`config.mk`:
```
export PLATFORM = sky130hd
export DESIGN_NAME = reg_file_sync_read
export DESIGN_NICKNAME = d
export VERILOG_FILES = /design/src/rtl/reg_file_sync_read.sv
export SDC_FILE = /design/constraint.sdc
export NUM_CORES = 2
export LEC_CHECK = 0
export ABC_CLOCK_PERIOD_IN_PS = 5800
export CAP_MARGIN = 20
export CELL_PAD_IN_SITES_DETAIL_PLACEMENT = 0
export CELL_PAD_IN_SITES_GLOBAL_PLACEMENT = 1
export CORE_ASPECT_RATIO = 1.4
export CORE_MARGIN = 2
export CORE_UTILIZATION = 47
export CTS_BUF_LIST = sky130_fd_sc_hd__clkbuf_2 sky130_fd_sc_hd__clkbuf_4 sky130_fd_sc_hd__clkbuf_8
export CTS_CLUSTER_SIZE = 25
export DETAILED_ROUTE_END_ITERATION = 8
export DONT_BUFFER_PORTS = 1
export PLACE_DENSITY_LB_ADDON = 0.1
export SLEW_MARGIN = 20
export SYNTH_ARGS = -nofsm -noshare
export SYNTH_HDL_FRONTEND = slang
export SYNTH_SLANG_ARGS = --single-unit
```
`constraint.sdc`:
```
create_clock -name clk -period 5.8 [get_ports clk]
set_input_delay 1.16 -clock clk [delete_from_list [all_inputs] [get_ports clk]]
set_output_delay 1.16 -clock clk [all_outputs]
set_load 0.02 [all_outputs]
```
`src/rtl/reg_file_sync_read.sv`:
```
// Register file with one write port and two registered read ports (A/B).
// Same-cycle write data is forwarded into the read registers.
module reg_file_sync_read #(
   parameter int DATA_WIDTH = 32,
   parameter int ADDR_WIDTH = 5,
   parameter int ZERO_REG   = 1
) (
   input  logic                  clk,
   input  logic                  reset,
   input  logic                  write,
   input  logic [ADDR_WIDTH-1:0] wr_addr,
   input  logic [DATA_WIDTH-1:0] wr_data,
   input  logic                  rd_en,
   input  logic                  hold,
   input  logic [ADDR_WIDTH-1:0] ra_addr,
   input  logic [ADDR_WIDTH-1:0] rb_addr,
   output logic [DATA_WIDTH-1:0] ra_data,
   output logic [DATA_WIDTH-1:0] rb_data,
   output logic                  rd_valid
);

   localparam int DEPTH = 2**ADDR_WIDTH;

   logic [DATA_WIDTH-1:0] regs [DEPTH];
   logic [DATA_WIDTH-1:0] ra_next;
   logic [DATA_WIDTH-1:0] rb_next;
   logic                  wr_en;

   assign wr_en = write && !((ZERO_REG != 0) && (wr_addr == '0));

   // Zero-register check wins over forwarding so r0 never shows stray write data.
   always_comb begin
      ra_next = regs[ra_addr];
      if (write && (wr_addr == ra_addr)) ra_next = wr_data;
      if ((ZERO_REG != 0) && (ra_addr == '0)) ra_next = '0;

      rb_next = regs[rb_addr];
      if (write && (wr_addr == rb_addr)) rb_next = wr_data;
      if ((ZERO_REG != 0) && (rb_addr == '0)) rb_next = '0;
   end

   always_ff @(posedge clk) begin
      if (!reset) begin
         for (int i = 0; i < DEPTH; i++) regs[i] <= '0;
      end else if (wr_en) begin
         regs[wr_addr] <= wr_data;
      end
   end

   // Stores keep going during a stall; only the read registers freeze.
   always_ff @(posedge clk) begin
      if (!reset) begin
         ra_data  <= '0;
         rb_data  <= '0;
         rd_valid <= 1'b0;
      end else if (!hold) begin
         if (rd_en) begin
            ra_data  <= ra_next;
            rb_data  <= rb_next;
            rd_valid <= 1'b1;
         end else begin
            rd_valid <= 1'b0;
         end
      end
   end

endmodule

```
; ---- After elaboration in Yosys (flattened, before gate mapping)
; Memories as Yosys holds them, arrays and structs flattened.
; Cells that the tools add are included.
[totals]
ff_bits = 65
ram_bits = 1024
out_inout_bits = 65
word_cells = 28
n_memories = 1
[op_classes]
eq_ne = 2
muxes = 12
bitwise = 1
reduce_logical = 9
[mem_list]
columns = name, words, width, read_ports, rd_clocked_by_memory_dff, write_ports, line_no
row1 = regs, 32, 32, 2, 0, 32, 24  ; logic [DATA_WIDTH-1:0] regs [DEPTH];
[op_table]
columns = operator, count
row1 = $mux W32, 5
row2 = $reduce_or A32 Y1, 1
row3 = $logic_not A5 Y1, 3
row4 = $eq A5 B5 Y1, 2
row5 = $mux W1, 6
row6 = $mux W5, 1
row7 = $logic_and A1 B1 Y1, 3
row8 = $reduce_and A2 Y1, 1
row9 = $logic_not A1 Y1, 1
row10 = $not A1 Y1, 1

; ---- Depth between registers and ports, before layout
[depth]
depth_word = 8
depth_mapped = 10
ltp_nobuf = 5

; ---- Worst setup path before layout
; No wires, ideal clock.
[synth_timing]
kind = input port to flip-flop
startpoint = input port wr_addr[2]
endpoint = memory regs[24][0], enable pin
setup_ps = 466
arrival_ps = 4282
slack_ps = 1052
path_stages = 6
path_buffers = 3
cell_sequence = buf_2 -> or3_1 -> clkbuf_1 -> nand3b_1 -> buf_2 -> o21ai_0
[synth_rtl]
columns = item, line_no
row1 = from (decl), 11  ; input logic [ADDR_WIDTH-1:0] wr_addr,
row2 = to (decl), 24

; ---- Worst setup path in the final report
[layout_timing]
startpoint = input port rd_en
endpoint = register rb_data[2]
[layout_between]
elab_chain_len = 1
[layout_lines]
columns = item, line_no
row1 = from (decl), 13  ; input logic rd_en,
row2 = $reduce_and A2 Y1 (no line), --
row3 = to (signal assigned), 59  ; rb_data <= rb_next;
row4 = to (decl), 18  ; output logic [DATA_WIDTH-1:0] rb_data,
; Every way passes these cells.
; A chain may end at the register's enable or synchronous reset.

==> impl_metrics.ini <==
[clock_network]
max-clock-path-buffers = 3
clock-sinks = 1089
cts_tree = built
cts_max_level = 4
clkTransAtPathRegs_ns = 0.06
cts_buffers = 172
cts_resized = 0
cts-root-buf = clkbuf_8
cts_setup_buffers = 0
clkLatencyLatePin_ns = 0.90
hold_buffers = 0

[synthesis]
synth-warning-count = 0
synth_xor_area_share_pct = 0.152
synth_edf_count = 1024
syn_avg_cell_area_um2 = 14.2
synth_top_family_by_area = multiplexers
ys_async_sr_fraction_pct = 0
yosys.area_share.simple_pct = 13.5
yosys-top-cells-area = edfxtp_1 (53%), mux4_2 (15%), and2_1 (11%), mux2_2 (3.7%), mux2i_1 (3.5%)
ys_top_cells_by_count = edfxtp_1 (1024), and2_1 (995), mux4_2 (381)
yosysSeqAreaShare_pct = 55.5
synth_cell_types = 50
synth_compound_area_share_pct = 5.62
synthMuxAreaShare_pct = 22.0
synth_adder_area_share_pct = 0
synth_top_area_share_pct = 53.2
ys.flop_type = edfxtp_1
yosysMostFrequentCell = edfxtp_1
yosys.area.top_type = edfxtp_1
synth_cells = 4077
synth_area_mm2 = 0.0578
ys_seq_elements = 1089

[detailed_routing]
ant_nets = 0
drt-pass1-iter-count = 6
drt_iter0_drc = 4189
wl_per_cell_um = 35.5
drc_errors = 0
vias = 37035
vias_per_cell = 6.49
wl_um = 202000

[die]
die_x_um = 300
pin_count = 117
num_rows = 152
die_h_um = 419
core_area_mm2 = 0.122
start_util_pct = 47.2
dieArea_mm2 = 0.126

[critical_path]
critical_path.max_fanout = 13
crit_type = input port to flip-flop
required_ns = 6.63
startpoint = rd_en
worstRegToRegCells = 4
r2r-start = regs[19][31]$_SDFFCE_PN0P_
endpoint_kind = flip-flop
r2r_setup_slack_ns = 3.74
startpoint_type = input port
arrival_ns = 3.83
r2r_end = rb_data[31]$_SDFFE_PN0P_

[global_route]
antenna_found_initial = 13
grt_use_total_pct = 32.2
grt_pass1_wl_um = 284000
grt_start_max_net_pins = 421
grt_remaining_overflow = 0
grt_pass1_vias = 37929

[status]
outcome = completed

[min_path]
min_path_type = input port to flip-flop
hold_start = wr_data[0]
hold_depth = 2
min_to = rb_data[0]$_SDFFE_PN0P_

[place]
dp_hpwl_um = 124000
globalplace.congestion = 0.873
dp.cells = 5386
io_buffers = 0
dpl-instance-area_mm2 = 0.0596

[power]
p_per_area_mw_per_mm2 = 284
p_seq_share_pct = 52.2
clkPwrFrac_pct = 38.3
power.total_w = 0.0180
leakagePower_nw = 21.5
swShare_pct = 24.6
peakVddDrop_uv = 229
netSwitchingPower_w = 0.00442
power.internal_w = 0.0135
p_comb_share_pct = 9.5

[timing]
fin_setup_tns_ns = 0
rsz0062_at_grt = false
fin_crit_sh_pct = 51.8
setup_viol = 0
fin_skew_ns = 0.0297
slew_headroom_pct = 20.0
period_minus_slack_ns = 3.00
fmax_ghz = 0.333
slew_viol_final = 0
tightest_slew_ns = 1.20
hold_viol_final = 0

[flow_run]
cap_violations = 0

[cells_and_area]
syn_to_final_growth_pct = 9.31
final_nets = 3995
fin_area_mm2 = 0.0631
drive_gt1_share_pct = 25.3
nFillCells = 10160
finish.utilization_pct = 51.6
instances_no_fill = 5704
-- placed cells by master (no fill, tap or decap), drive strengths merged, types with 31 or more instances in the layout --
cell and n:
o2bb2ai 31, mux2i 200, nand3b 36, buf 91, and2 996, conb 32
nor3 34, o21ai 92, edfxtp 1024, o22ai 129, nand2 72, clkinv 58
mux2 191, nor2 99, clkbuf 239, nand3 33, o41a 31, o22a 32
dfxtp 65, o211ai 34, a22oi 63, mux4 381, nor2b 31
-- layout make-up --
class	count	area, µm²	share of cell area (%)
Clock buffer	239	2960	4.68
Tap cell	1617	2020	3.20
Timing Repair Buffer	91	843	1.34
Sequential cell	1089	32100	50.8
Multi-Input combinational cell	2586	24700	39.1
Clock inverter	75	558	0.884
Antenna cell	4	10.0	0.0159
Inverter	3	11.3	0.0178
-- how the worst max path moves through the flow --
stage,endpoint,slack [ns],cells past startpoint
2_1_floorplan,regs[24][0]$_SDFFCE_PN0P_,1.05,6
3_3_place_gp,regs[9][21]$_SDFFCE_PN0P_,2.06,3
3_5_place_dp,regs[21][16]$_SDFFCE_PN0P_,2.03,4
4_1_cts,ra_data[7],2.93,0
5_1_grt,regs[21][26]$_SDFFCE_PN0P_,2.84,4
6_report,rb_data[2]$_SDFFE_PN0P_,2.80,6
-- layer usage --
| metal | routed length, µm | vias to the layer above | GRT usage [%] | share of wire, % |
|---|---|---|---|---|
| li1 | - | 15289 | - | - |
| met1 | 76600 | 19405 | 41.4 | 38 |
| met2 | 99200 | 1956 | 53.2 | 49 |
| met3 | 19600 | 381 | 7.40 | 9.7 |
| met4 | 7040 | 4 | 11.8 | 3.5 |
| met5 | 22 | - | 0 | 0.011 |
-- through the flow --
step | setup slack [ns] | hold WS, ns
6_report | 2.80 | 0.410
5_1_grt | 2.84 | 0.397
4_1_cts | 2.93 | 0.320
3_5_place_dp | 2.03 | 0.547
3_3_place_gp | 2.06 | 0.553
2_1_floorplan | 1.05 | 0.533
-- power by group through the flow --
stage | clock [W] | sequential, W | combinational (W)
global route | 0.00727 | 0.00942 | 0.00176
finish | 0.00688 | 0.00938 | 0.00170
global placement | 0 | 0.00950 | 0.00165
detailed placement | 0 | 0.00954 | 0.00166
CTS | 0.00697 | 0.00938 | 0.00168
floorplan | 0 | 0.00940 | 0.00138
-- state kept, by name, summed over array words and instances, names as in the netlist --
name and count:
ra_data 32, rd_valid 1, rb_data 32, regs 1024
-- worst max-delay path, cell delays in order --
cell,delay [ns]
nor2b_4,0.38
o211ai_2,0.28
a211oi_4,1.00
buf_4,0.45
o211ai_1,0.35
nand3_1,0.18
-- cells by family after synthesis --
| group | count (synthesis) |
|---|---|
| simple gates | 1319 |
| flops | 1089 |
| mux | 772 |
| compound gates | 453 |
| buf+inv | 433 |
| xor+xnor | 10 |
| other cells | 1 |
Power figures use the tool's default switching activity.
